**src/rtl/spi_master_cfg_if.sv**
```systemverilog
// Bus bundle for spi_master_cfg: MCU-side handshake/config plus the SPI pins.
interface spi_master_cfg_if #(
   parameter int unsigned TX_W   = 12,
   parameter int unsigned RX_W   = 8,
   parameter int unsigned NUM_SS = 4,
   parameter int unsigned SEL_W  = 2,
   parameter int unsigned DIV_W  = 8
);
   logic              en;
   logic [SEL_W-1:0]  ss_sel;
   logic              cpol;
   logic              cpha;
   logic [DIV_W-1:0]  div;
   logic [TX_W-1:0]   send_data;
   logic              miso;
   logic              mosi;
   logic              sck;
   logic [NUM_SS-1:0] ss;
   logic [RX_W-1:0]   recv_data;
   logic              busy;
   logic              recv_data_rdy;

   modport master (
      input  en, ss_sel, cpol, cpha, div, send_data, miso,
      output mosi, sck, ss, recv_data, busy, recv_data_rdy
   );

   modport slave (
      output en, ss_sel, cpol, cpha, div, send_data, miso,
      input  mosi, sck, ss, recv_data, busy, recv_data_rdy
   );
endinterface

```
**src/rtl/spi_master_cfg.sv**
```systemverilog
// Parametrised SPI master: configurable frame widths, slave selects and SCK
// divider with runtime CPOL/CPHA; one frame per rising edge of en.
module spi_master_cfg #(
   parameter int unsigned TX_W   = 12,
   parameter int unsigned RX_W   = 8,
   parameter int unsigned NUM_SS = 4,
   parameter int unsigned SEL_W  = 2,
   parameter int unsigned DIV_W  = 8
) (
   input logic              clk,
   input logic              rst,
   spi_master_cfg_if.master bus
);
   localparam int unsigned N  = (TX_W > RX_W) ? TX_W : RX_W;
   localparam int unsigned EW = $clog2(2 * N + 1);

   typedef enum logic [1:0] {IDLE, LEAD, XFER, TRAIL} state_t;
   state_t state, state_nxt;

   logic             en_prev;
   logic             cpol_l, cpha_l;
   logic [DIV_W-1:0] div_l;
   logic [SEL_W-1:0] sel_l;
   logic [N-1:0]     tx_sr;
   logic [RX_W-1:0]  rx_sr;
   logic [DIV_W:0]   hp_cnt;
   logic [EW-1:0]    edge_cnt, edge_nxt;
   logic             sck_q, mosi_q, rdy_q;
   logic [RX_W-1:0]  recv_q;
   logic [N-1:0]     frame;
   logic             start, hp_done, toggle, do_sample, do_drive, done;

   always_ff @(posedge clk) begin
      if (!rst) state <= IDLE;
      else      state <= state_nxt;
   end

   always_comb begin
      state_nxt = state;
      start     = 1'b0;
      toggle    = 1'b0;
      done      = 1'b0;
      do_sample = 1'b0;
      do_drive  = 1'b0;
      frame     = N'(bus.send_data) << (N - TX_W);
      hp_done   = (hp_cnt == {1'b0, div_l});
      edge_nxt  = edge_cnt + EW'(1);
      case (state)
         IDLE:  if (bus.en && !en_prev) begin
                   start     = 1'b1;
                   state_nxt = LEAD;
                end
         LEAD:  if (hp_done) begin
                   toggle    = 1'b1;
                   state_nxt = XFER;
                end
         XFER:  if (hp_done) begin
                   if (edge_cnt == EW'(2 * N)) state_nxt = TRAIL;
                   else                        toggle    = 1'b1;
                end
         TRAIL: if (hp_done) begin
                   done      = 1'b1;
                   state_nxt = IDLE;
                end
         default: state_nxt = IDLE;
      endcase
      // Odd edges are leading; CPHA selects whether an edge samples or drives.
      if (toggle) begin
         if (edge_nxt[0] ^ cpha_l) do_sample = 1'b1;
         else                      do_drive  = (edge_nxt != EW'(2 * N));
      end
   end

   always_ff @(posedge clk) begin
      en_prev <= bus.en;
      if (!rst) begin
         cpol_l   <= 1'b0;
         cpha_l   <= 1'b0;
         div_l    <= '0;
         sel_l    <= '0;
         tx_sr    <= '0;
         rx_sr    <= '0;
         hp_cnt   <= '0;
         edge_cnt <= '0;
         sck_q    <= 1'b0;
         mosi_q   <= 1'b0;
         rdy_q    <= 1'b0;
         recv_q   <= '0;
      end else begin
         rdy_q <= 1'b0;
         if (start) begin
            cpol_l   <= bus.cpol;
            cpha_l   <= bus.cpha;
            div_l    <= bus.div;
            sel_l    <= bus.ss_sel;
            hp_cnt   <= '0;
            edge_cnt <= '0;
            rx_sr    <= '0;
            sck_q    <= bus.cpol;
            // CPHA=0 must present the first bit before the first (sampling) edge.
            mosi_q   <= bus.cpha ? 1'b0 : frame[N-1];
            tx_sr    <= bus.cpha ? frame : (frame << 1);
         end else if (state != IDLE) begin
            hp_cnt <= hp_done ? '0 : hp_cnt + (DIV_W + 1)'(1);
            if (toggle) begin
               sck_q    <= ~sck_q;
               edge_cnt <= edge_nxt;
            end
            if (do_sample) rx_sr <= (rx_sr << 1) | RX_W'(bus.miso);
            if (do_drive) begin
               mosi_q <= tx_sr[N-1];
               tx_sr  <= tx_sr << 1;
            end
            if (done) begin
               recv_q <= rx_sr;
               rdy_q  <= 1'b1;
               mosi_q <= 1'b0;
            end
         end
      end
   end

   always_comb begin
      bus.ss = '1;
      for (int unsigned i = 0; i < NUM_SS; i++)
         if (state != IDLE && 32'(sel_l) == i) bus.ss[i] = 1'b0;
   end

   assign bus.sck           = sck_q;
   assign bus.mosi          = mosi_q;
   assign bus.busy          = (state != IDLE);
   assign bus.recv_data     = recv_q;
   assign bus.recv_data_rdy = rdy_q;
endmodule

```
**src/flat_wrapper.sv**
```systemverilog
// flat-port wrapper written by rule: the top's interface ports become plain ports
module spi_master_cfg_flat 
#(
   parameter int unsigned TX_W   = 12,
   parameter int unsigned RX_W   = 8,
   parameter int unsigned NUM_SS = 4,
   parameter int unsigned SEL_W  = 2,
   parameter int unsigned DIV_W  = 8
)
  (clk, rst, bus_en, bus_ss_sel, bus_cpol, bus_cpha, bus_div, bus_send_data, bus_miso, bus_mosi, bus_sck, bus_ss, bus_recv_data, bus_busy, bus_recv_data_rdy);
  spi_master_cfg_if #(.TX_W(TX_W), .RX_W(RX_W), .NUM_SS(NUM_SS), .SEL_W(SEL_W), .DIV_W(DIV_W)) bus_i ();
  input logic clk;
  input logic rst;
  input wire logic [$bits(bus_i.en)-1:0] bus_en;
  input wire logic [$bits(bus_i.ss_sel)-1:0] bus_ss_sel;
  input wire logic [$bits(bus_i.cpol)-1:0] bus_cpol;
  input wire logic [$bits(bus_i.cpha)-1:0] bus_cpha;
  input wire logic [$bits(bus_i.div)-1:0] bus_div;
  input wire logic [$bits(bus_i.send_data)-1:0] bus_send_data;
  input wire logic [$bits(bus_i.miso)-1:0] bus_miso;
  output wire logic [$bits(bus_i.mosi)-1:0] bus_mosi;
  output wire logic [$bits(bus_i.sck)-1:0] bus_sck;
  output wire logic [$bits(bus_i.ss)-1:0] bus_ss;
  output wire logic [$bits(bus_i.recv_data)-1:0] bus_recv_data;
  output wire logic [$bits(bus_i.busy)-1:0] bus_busy;
  output wire logic [$bits(bus_i.recv_data_rdy)-1:0] bus_recv_data_rdy;
  assign bus_i.en = bus_en;
  assign bus_i.ss_sel = bus_ss_sel;
  assign bus_i.cpol = bus_cpol;
  assign bus_i.cpha = bus_cpha;
  assign bus_i.div = bus_div;
  assign bus_i.send_data = bus_send_data;
  assign bus_i.miso = bus_miso;
  assign bus_mosi = bus_i.mosi;
  assign bus_sck = bus_i.sck;
  assign bus_ss = bus_i.ss;
  assign bus_recv_data = bus_i.recv_data;
  assign bus_busy = bus_i.busy;
  assign bus_recv_data_rdy = bus_i.recv_data_rdy;
  spi_master_cfg #(.TX_W(TX_W), .RX_W(RX_W), .NUM_SS(NUM_SS), .SEL_W(SEL_W), .DIV_W(DIV_W)) u_core (.clk(clk), .rst(rst), .bus(bus_i));
endmodule
```
**config.mk**
```make
export PLATFORM = sky130hd
export DESIGN_NAME = spi_master_cfg_flat
export DESIGN_NICKNAME = d
export VERILOG_FILES = /design/src/rtl/spi_master_cfg_if.sv /design/src/rtl/spi_master_cfg.sv /design/src/flat_wrapper.sv
export SDC_FILE = /design/constraint.sdc
export NUM_CORES = 1
export LEC_CHECK = 0
export CAP_MARGIN = 20
export CORE_ASPECT_RATIO = 0.9
export CORE_MARGIN = 2
export CORE_UTILIZATION = 48
export CTS_BUF_LIST = sky130_fd_sc_hd__clkbuf_8 sky130_fd_sc_hd__clkbuf_16
export DETAILED_ROUTE_END_ITERATION = 16
export PLACE_DENSITY = 0.75
export SLEW_MARGIN = 20
export SYNTH_ARGS = -nofsm -noshare
export SYNTH_HDL_FRONTEND = slang
export SYNTH_SLANG_ARGS = --single-unit
```
**constraint.sdc**
```tcl
create_clock -name clk -period 1.74 [get_ports clk]
set_clock_uncertainty 0.05 [all_clocks]
set_input_delay 0.348 -clock clk [delete_from_list [all_inputs] [get_ports clk]]
set_output_delay 0.348 -clock clk [all_outputs]
set_load 0.01 [all_outputs]
```
Yosys cells after proc, flatten, opt, wreduce, memory -nomap -nowiden
Cells that the tools add are included.
Word-level totals
  bits in registers: 59
  bits of input ports: 28
  bits in writable memories: 0
  latch bits: 0
  memories kept: 0
  output and inout port bits: 16
  bits in read-only memories: 0
Cells by class
  bitwise operators: 6
  divide/modulo/power cells: 0
  add/sub/neg operators: 2
  multipliers: 0
  equality and inequality tests: 14
  muxes and demuxes: 35
  reductions and logical operators: 22
  $lt $le $gt $ge: 0
  shift-type cells: 0
Operator list (number)
  12-bit two-way mux: 4
  1-bit two-way mux: 23
  2-bit two-way mux: 5
  2-bit by 1-bit inequality test with 1-bit output, second input constant: 5
  2-bit AND reduction: 5
  9-bit by 1-bit adder with 9-bit output, second input constant: 1
  9-bit by 8-bit == test with 1-bit output: 1
  9-bit two-way mux: 1
  2-bit == test, second input constant: 4
  8-bit by 1-bit OR with 8-bit output: 1
  2-bit one-hot mux with 4 select lines: 1
  2-bit nonzero test: 4
  5-bit by 1-bit adder with 5-bit output, second input constant: 1
  5-bit == test, second input constant: 1
  1-bit logical AND: 5
  5-bit inequality test, second input constant: 1
  5-bit AND reduction: 1
  2-bit by 1-bit == test with 1-bit output, second input constant: 2
  2-bit zero test: 2
  1-bit NOT: 4
  3-bit AND reduction: 1
  3-bit nonzero test: 1
  3-bit OR reduction: 1
  1-bit one-hot mux with 2 select lines: 1
  3 further kinds: 3

Logic depth before layout (Yosys ltp)
Gate-level depths: netlist of the first run.
  depth after elaboration: 9
  gate-level depth with buffers: 10
  mapped depth without buffers: 7

Worst setup path after synthesis of the first run
Ideal clock, no wire load.
  path type: register to register
  start point: register u_core.edge_cnt[0]
  end point: register u_core.tx_sr[10]
  stages on the path, launching flop included: 11
  setup time: 72 ps
  data arrival time: 1812 ps
  path buffers: 3
  path slack: -194 ps
  period minus slack after synthesis: 1934 ps
  required time: 1618 ps
  cells stage by stage: dfxtp_1 > clkbuf_1 > inv_1 > ha_1 > nand4b_1 > a21oi_1 > and4b_1 > buf_4 > a21oi_2 > buf_6 > mux2i_1
On the way
  elaborated cells between the ends (all ways): 11
RTL lines
  start: declaration: line spi_master_cfg.sv:27  | logic [EW-1:0] edge_cnt, edge_nxt;
  start signal: assignment: line spi_master_cfg.sv:107  | edge_cnt <= edge_nxt;
  5-bit by 1-bit adder with 5-bit output (*): line spi_master_cfg.sv:47  | edge_nxt = edge_cnt + EW'(1);
  named net u_core.edge_nxt[0]: line spi_master_cfg.sv:27
  5-bit inequality test or 1-bit bitwise XOR (tied branches): line spi_master_cfg.sv:70, spi_master_cfg.sv:69
  1-bit two-way mux (*): line spi_master_cfg.sv:69  | if (edge_nxt[0] ^ cpha_l) do_sample = 1'b1;
  1-bit two-way mux (*): line spi_master_cfg.sv:68  | if (toggle) begin
  2-bit nonzero test (no line) (*)
  2-bit AND reduction (no line) (*)
  end signal: assignment: line spi_master_cfg.sv:102  | tx_sr <= bus.cpha ? frame : (frame << 1);
  end signal: assignment: line spi_master_cfg.sv:112  | tx_sr <= tx_sr << 1;
  end: declaration: line spi_master_cfg.sv:24  | logic [N-1:0] tx_sr;
Mark *: on every way through the listed nets, which the timed path passes. The rest lies on a longest branch.
A chain may end at the register's enable or synchronous reset.

Worst setup path in the final report of the first run
  start point: register u_core.state[0]
  end point: output bus_ss[2]
On the way
  longest elaborated chain between the ends: 3
RTL lines
  start: declaration: line spi_master_cfg.sv:18  | state_t state, state_nxt;
  start signal: assignment: line spi_master_cfg.sv:35  | else state <= state_nxt;
  2-bit nonzero test: line spi_master_cfg.sv:126  | if (state != IDLE && 32'(sel_l) == i) bus.ss[i] = 1'b0;
  1-bit logical AND: line spi_master_cfg.sv:126
  1-bit two-way mux: line spi_master_cfg.sv:126
  end: declaration: line flat_wrapper.sv:23  | output wire logic [$bits(bus_i.ss)-1:0] bus_ss;
No other way between the ends.

==> summary.txt, run 1 <==
Yosys
  • Yosys warnings: 0
  • Post-Synthesis Net Count: roughly 380
  • Cell accounting for the most synthesized area: dfxtp_1
  • Post-synth top cells: 59 x dfxtp_1, 56 x nand2_1, 32 x a21oi_1, 32 x mux2i_1, 22 x nor2_1
  • Synthesized area per cell: around 8.5 um2
  • Register area share after synthesis: 0.408
  • Count leader, synth: dfxtp_1
  • Ys flop type: dfxtp_1
  • Post-synthesis cell area: around 2900 um2
  • Cells after Synth: approximately 340
  • Number of synthesized flops with an enable pin: 0
  • Synth top area cells: dfxtp_1 41%, mux2i_1 11%, nand2_1 7.3%
  • Post-synthesis cell type count: 39
  • Yosys top cell area share: 0.408
  • Yosys reg bits: just under 60
  • Post-synth ARST share: 0

Worst setup path
  • Crit path max-delay cell type: dfxtp_2
  • CP Data Required Time: 1340 ps
  • CP Class: flip-flop to output pin
  • Crit-path cells: inv_2, ha_4, buf_12, or3_1, buf_2
  • Crit Path Max Fanout: 7
  • Critical path capture point type: output pin
  • Cell family with most CP delay: flip-flops
  • Largest stage delay, worst path: between 300 and 400 ps
  • Worst EP arrival: between 1500 and 2000 ps
  • Buf+Inv Stages, Crit Path: 3
  • CP Launch Type: flip-flop

Power and ir drop
  • P_leak: around 1.8 nW
  • Switch share: 0.339
  • Net switching power: roughly 0.0016 W
  • Part of the power in registers: 0.311
  • Comb power frac: 0.402
  • Peak supply drop: 0.000658 V
  • P_int: between 0.003 and 0.004 W
  • Pwr dens: roughly 1100 nW/um2
  • Clk pwr share: 0.287

Finish
  • Fraction of layout cells with a size suffix above 1: 0.314
  • # nets final: 470
  • Number of diodes: 0
  • Syn-to-layout area delta: 52.5%
  • Fillers: between 300 and 400

Outcome
  • Failing checks: negative setup slack
  • Status: finished, violations left

Clocking
  • # H-tree levels: 3
  • Clock sinks: about 60
  • TritonCTS clock tree: built
  • Clock-pin transition on the worst setup and hold timing paths: around 70 ps
  • CTS root buffer: clkbuf_8
  • Clock latency on the worst-skew pair: around 350 ps
  • Clk buf depth: 2
  • Num CTS Buffers: 9

Timing
  • Setup violators final: 39
  • Max-slew violation count: 0
  • Final Cycle Share: 1.10
  • Worst setup margin: -166 ps
  • RSZ-0062 raised after global routing: yes
  • Endpoints failing hold: 0
  • Final hold slack: 411 ps
  • Rel. slew slack: 0.533
  • Tmin final: about 1900 ps
  • Worst Tran Pin Value: between 600 and 700 ps
  • FMAX: between 500 and 600 MHz

GRT
  • Grt met1 use: 0.294
  • First-pass GRT wire length: between 10 and 15 mm
  • Number of global-route vias before repair: ~2700
  • Remaining Overflow, GRT: 0
  • GR Util met2: 0.400
  • Largest net degree at the start of global routing: 21
  • Antenna violations before repair: 0
  • Gr busiest metal: met2
  • GR Util met3: 0.0543
  • Total track usage: 0.237

Floorplan
  • Num ports: 44
  • Die area: 6670 um2
  • Initial Utilization: 0.503
  • Core area: 5760 um2
  • Rows: 26
  • Die W: about 86 um
  • Chip height: roughly 80 um

Place
  • GPL Wtd Cong: roughly 0.84
  • Worst slack at placement: -204 ps
  • IO Port Bufs: 43
  • DP HPWL: 4.96 mm

Routing
  • First-pass DRT Iterations: 4
  • Avg WL per Cell: 17.2 um
  • DR vias/cell: between 5 and 6
  • DR vias: 2910
  • DRC: 0
  • WL final: between 8 and 9 mm
  • Drt initial violations: 156
  • Final ANT Viol Nets: 0

Worst hold path
  • Worst hold path class: flip-flop to flip-flop

Flow run
  • MaxCap Viol Count: 0
-- routing by layer --
layer,vias to the layer above,routed length [um]
met3,29,391
met1,1417,3790
li1,1368,-
met4,0,274
met5,-,0
met2,96,4320
-- power by group through the flow --
stage               clock network, W  logic, W  registers, W
floorplan                          0  0.000701       0.00153
global placement                   0   0.00123       0.00152
detailed placement                 0   0.00128       0.00153
CTS                          0.00140   0.00141       0.00151
global route                 0.00146   0.00205       0.00152
finish                       0.00140   0.00195       0.00151
-- sequential cells by signal (all words and copies together), names as in the netlist --
name	cells
u_core.hp_cnt	9
u_core.bus.recv_data_rdy	1
u_core.bus.sck	1
u_core.tx_sr	12
u_core.edge_cnt	5
u_core.rx_sr	8
u_core.en_prev	1
u_core.sel_l	2
u_core.bus.recv_data	8
u_core.bus.mosi	1
u_core.div_l	8
u_core.state	2
u_core.cpha_l	1
-- worst reg2reg max path: cells and delay by family, from the launching register on --
family | cells | cell delay (ps)
AOI/OAI and AO/OA | 1 | 90
buffers and inverters | 2 | 220
DFF | 1 | 340
and+or+nand+nor | 3 | 700
adders and majority gates | 1 | 280
muxes | 1 | 120
-- per-stage QoR --
stage / TNS, ps / util / power, W / instance area (um2) / cells
3_5_place_dp: -6100 / 0.663 / 0.00281 / 3820 / 480
6_report: -4140 / 0.767 / 0.00486 / 4420 / 509
3_3_place_gp: -4220 / 0.663 / 0.00276 / 3820 / 480
5_1_grt: -7140 / 0.767 / 0.00504 / 4420 / 509
2_1_floorplan: -864 / - / 0.00223 / 3000 / 339
4_1_cts: -1850 / 0.723 / 0.00432 / 4160 / 502
-- worst paths after layout --
path | startpoint | end | slack, ps | depth (start not counted)
max | u_core.state[0]$_SDFFE_PN0P_ | bus_ss[2] | -170 | 5
min | u_core.tx_sr[2]$_SDFFE_PN0P_ | u_core.tx_sr[2]$_SDFFE_PN0P_ | 410 | 2
max reg2reg | u_core.state[0]$_SDFFE_PN0P_ | u_core.tx_sr[1]$_SDFFE_PN0P_ | -160 | 8
min reg2reg | u_core.tx_sr[2]$_SDFFE_PN0P_ | u_core.tx_sr[2]$_SDFFE_PN0P_ | 410 | 2
-- final cells by class --
type	count	area, um2	area share
multi-input cells	251	1920	0.434
flip-flops and latches	59	1190	0.270
repair buffers	102	960	0.217
clock buffers	9	124	0.0280
clock inverters	7	92.6	0.0210
well taps	70	87.6	0.0198
inverters	11	46.3	0.0105
-- layout by cell type, fill, tap and decap left out, drive strengths merged, types with 3 or more instances in the layout --
cell type and instances:
o211ai 11, dfxtp 59, or3 5, clkdlybuf4s50 38
xnor2 3, inv 13, nand4b 3, clkbuf 11
mux2i 32, nand3 16, ha 8, buf 62
nor2 22, nor4 3, xor2 16, o21ai 15
nand4 6, a21oi 33, nand2 56
-- cells by family after synthesis --
family,synth area share
simple gates,0.209
compound gates,0.137
flops,0.408
mux,0.111
buf+inv,0.0441
xor+xnor,0.0575
fa+ha+maj,0.0346
-- repair_timing --
item | in CTS | in global routing
endpoints found under the hold margin | 0 | 0
hold buffers | 0 | 0
endpoints found under the setup margin | 43 | 51
pin swaps | 24 | 26
cloned | 3 | 0
resized for setup | 36 | 55
buffers inserted | 3 | 7
(Power assumes the default switching activity.)
==> run 2: changes to the inputs <==
--- a/config.mk
+++ b/config.mk
@@ -6,12 +6,12 @@
 export NUM_CORES = 1
 export LEC_CHECK = 0
 export CAP_MARGIN = 20
-export CORE_ASPECT_RATIO = 0.9
 export CORE_MARGIN = 2
-export CORE_UTILIZATION = 48
+export CORE_UTILIZATION = 54
 export CTS_BUF_LIST = sky130_fd_sc_hd__clkbuf_8 sky130_fd_sc_hd__clkbuf_16
+export CTS_CLUSTER_DIAMETER = 30
 export DETAILED_ROUTE_END_ITERATION = 16
-export PLACE_DENSITY = 0.75
+export PLACE_DENSITY = 0.8
 export SLEW_MARGIN = 20
 export SYNTH_ARGS = -nofsm -noshare
 export SYNTH_HDL_FRONTEND = slang
==> constraint.sdc (replaced) <==
create_clock -name clk -period 1.9 [get_ports clk]
set_clock_uncertainty 0.05 [all_clocks]
set_input_delay 0.38 -clock clk [delete_from_list [all_inputs] [get_ports clk]]
set_output_delay 0.38 -clock clk [all_outputs]
set_load 0.01 [all_outputs]
==> run 2 against run 1 <==
Against the previous run: hold slack gained 8.2 ps; combinational power is 38% lower; total power shrank 19%; non-clock buffer count down 22; largest cell class unchanged; clock power about the same; via count is 8.2% lower; the flow still finishes with violations (negative setup slack); sequential power decreased by 9%; first-iteration DRC count grew 7.1%; clock-buffer cell count is 1 higher; highest routed layer unchanged; die area is 11% lower; core utilization increased by 2.2 points; sequential share of layout area up 2.4 points.
==> summary.txt, run 2 (synthesis results as in run 1) <==
Routing
  • Avg WL per Cell: 14.5 um (-16%)
  • DRC: 0 (unchanged)
  • Final ANT Viol Nets: 0 (unchanged)
  • WL final: 7.06 mm (-20%)
  • DR vias/cell: 5.50 (-3.9%)
  • First-pass DRT Iterations: 4 (unchanged)
  • DR vias: 2671 (-8.2%)
  • Drt initial violations: 167 (+7.1%)

Power and ir drop
  • Peak supply drop: 0.000685 V (+4.2%)
  • P_leak: 1.66 nW (-7.1%)
  • Pwr dens: 976 nW/um2 (-11%)
  • Pwr Total: 0.00396 W (-19%)

Place
  • DP HPWL: 4.84 mm (-2.3%)
  • IO Port Bufs: 43 (unchanged)
  • Dpl cells: 466 (-2.9%)
  • GPL Wtd Cong: 0.834 (-0.37%)

Timing
  • Final Cycle Share: 1.05
  • Max-slew violation count: 0 (unchanged)
  • Setup violators final: 13 (-67%)
  • Tmin final: between 1500 and 2000 ps
  • Endpoints failing hold: 0 (unchanged)
  • FMAX: just over 500 MHz
  • RSZ-0062 raised after global routing: yes
  • Worst setup margin: -89.0 ps (+76.8 ps)
  • Rel. slew slack: 0.498 (-0.0354)
  • Worst Tran Pin Value: 748 ps (+50.1 ps)

GRT
  • Largest net degree at the start of global routing: 24 (+14%)
  • Total track usage: 0.241 (+0.00376)
  • First-pass GRT wire length: 11.4 mm (-8.2%)
  • Antenna violations before repair: 0 (unchanged)
  • Remaining Overflow, GRT: 0 (unchanged)
  • Number of global-route vias before repair: 2512 (-6.5%)

Outcome
  • Status: finished, violations left
  • Failing checks: negative setup slack

Finish
  • Max reg flops: 12 (unchanged)
  • # nets final: 447 (-4.9%)
  • Reg with most FFs: u_core.tx_sr
  • Fillers: 345 (-6.5%)
  • Seq. cell area: 1190 um2 (+0.10%)
  • Syn-to-layout area delta: 40.1%
  • Fraction of layout cells with a size suffix above 1: 0.202 (-0.112)
  • Area occupied by multi-input gates: 1730 um2 (-9.7%)
  • Number of diodes: 0 (unchanged)
  • Largest regs: u_core.tx_sr x12, u_core.hp_cnt x9
  • Commonest cells after routing, fill and taps aside: 56 x nand2_1, 54 x dfxtp_1, 38 x clkdlybuf4s50_1
  • Post-route non-filler standard cell count: 486 (-4.5%)
  • Most common cell after layout, fill and taps aside: nand2_1

Floorplan
  • Chip height: 77.2 um (-0.59%)
  • Rows: 26 (unchanged)
  • Num ports: 44 (unchanged)
  • Die W: 77.2 um (-10%)
  • Die area: 5970 um2 (-11%)
  • Core area: 5140 um2 (-11%)
  • Initial Utilization: 0.564 (+0.0605)

Clocking
  • Clock-pin transition on the worst setup and hold timing paths: 60 ps (about the same)
  • CTS root buffer: clkbuf_8
  • Clk buf depth: 2 (unchanged)
  • # H-tree levels: 3 (unchanged)
  • Num CTS Buffers: 9 (unchanged)
  • Hold-fix buffers, CTS: 0 (unchanged)
  • TritonCTS clock tree: built
  • Clock sinks: 59 (unchanged)
  • Clock latency on the worst-skew pair: 340 ps (about the same)

Worst setup path
  • Crit-path cells: inv_4, ha_4, nand4b_1, a21oi_2, and4b_2, a21oi_4, clkbuf_16, mux2i_1
  • CP Class: flip-flop to flip-flop
  • Crit path max-delay cell type: dfxtp_4
  • Buf+Inv Stages, Crit Path: 2 (-1)
  • Cell family with most CP delay: simple AND/OR/NAND/NOR gates
  • CP Data Required Time: 2120 ps (+780 ps)
  • CP Launch Type: flip-flop
  • Critical path capture point type: flip-flop
  • Largest stage delay, worst path: 370 ps (+30 ps)
  • R2R setup slack: -90 ps (+70 ps)
  • Crit Path Max Fanout: 5 (-2)
  • Worst EP arrival: 2210 ps (+700 ps)

Worst hold path
  • Worst hold path class: flip-flop to flip-flop

Flow run
  • MaxCap Viol Count: 0 (unchanged)
[run 2: layout make-up]
class / count / share of cell area
Clock inverter: 6 / 0.0256
Timing Repair Buffer: 80 / 0.187
Tap cell: 70 / 0.0216
Multi-Input combinational cell: 250 / 0.427
Sequential cell: 59 / 0.294
Clock buffer: 10 / 0.0339
Inverter: 11 / 0.0108
[run 2: layer usage]
layer  global-route usage  vias up  share of wire
met5                    0        -              0
met4               0.0750        0          0.013
met3               0.0765       10          0.050
met2                0.409       66           0.50
met1                0.290     1268           0.44
li1                     -     1327              -
[run 2: worst register-to-register path, cell delays in order (launching register included)]
cell and delay [ps]:
dfxtp_4 370, inv_4 70, ha_4 120, nand4b_1 180, a21oi_2 210, and4b_2 300, a21oi_4 250, clkbuf_16 200
mux2i_1 170
[run 2: report_power, final]
group | internal, W | switching, W
Sequential | 0.00132 | 0.0000582
Combinational | 0.000566 | 0.000632
Clock | 0.000897 | 0.000488
Total | 0.00278 | 0.00118
[run 2: through the flow]
step                hold slack (ps)  setup TNS [ps]  area, um2  utilization  worst slack [ps]
finish                          420            -778       4060        0.789             -89.0
global route                    434           -2190       4060        0.789              -157
global placement                396            -270       3640        0.708             -59.2
floorplan                       358               0       2930            -              25.7
CTS                             419               0       3890        0.756              5.03
detailed placement              406           -1170       3640        0.708              -124
[run 2: worst paths after layout]
kind	cells past startpoint	endpoint	from
max	8	u_core.tx_sr[2]$_SDFFE_PN0P_	u_core.edge_cnt[0]$_SDFFE_PP0P_
min	2	u_core.tx_sr[7]$_SDFFE_PN0P_	u_core.tx_sr[7]$_SDFFE_PN0P_
max reg2reg	8	u_core.tx_sr[2]$_SDFFE_PN0P_	u_core.edge_cnt[0]$_SDFFE_PP0P_
min reg2reg	2	u_core.tx_sr[7]$_SDFFE_PN0P_	u_core.tx_sr[7]$_SDFFE_PN0P_
[run 2: timing repair]
action,CTS,global route
gates cloned,0,1
endpoints found under the setup margin,39,41
resized for setup,15,40
setup buffers,0,3
pin swaps,2,9
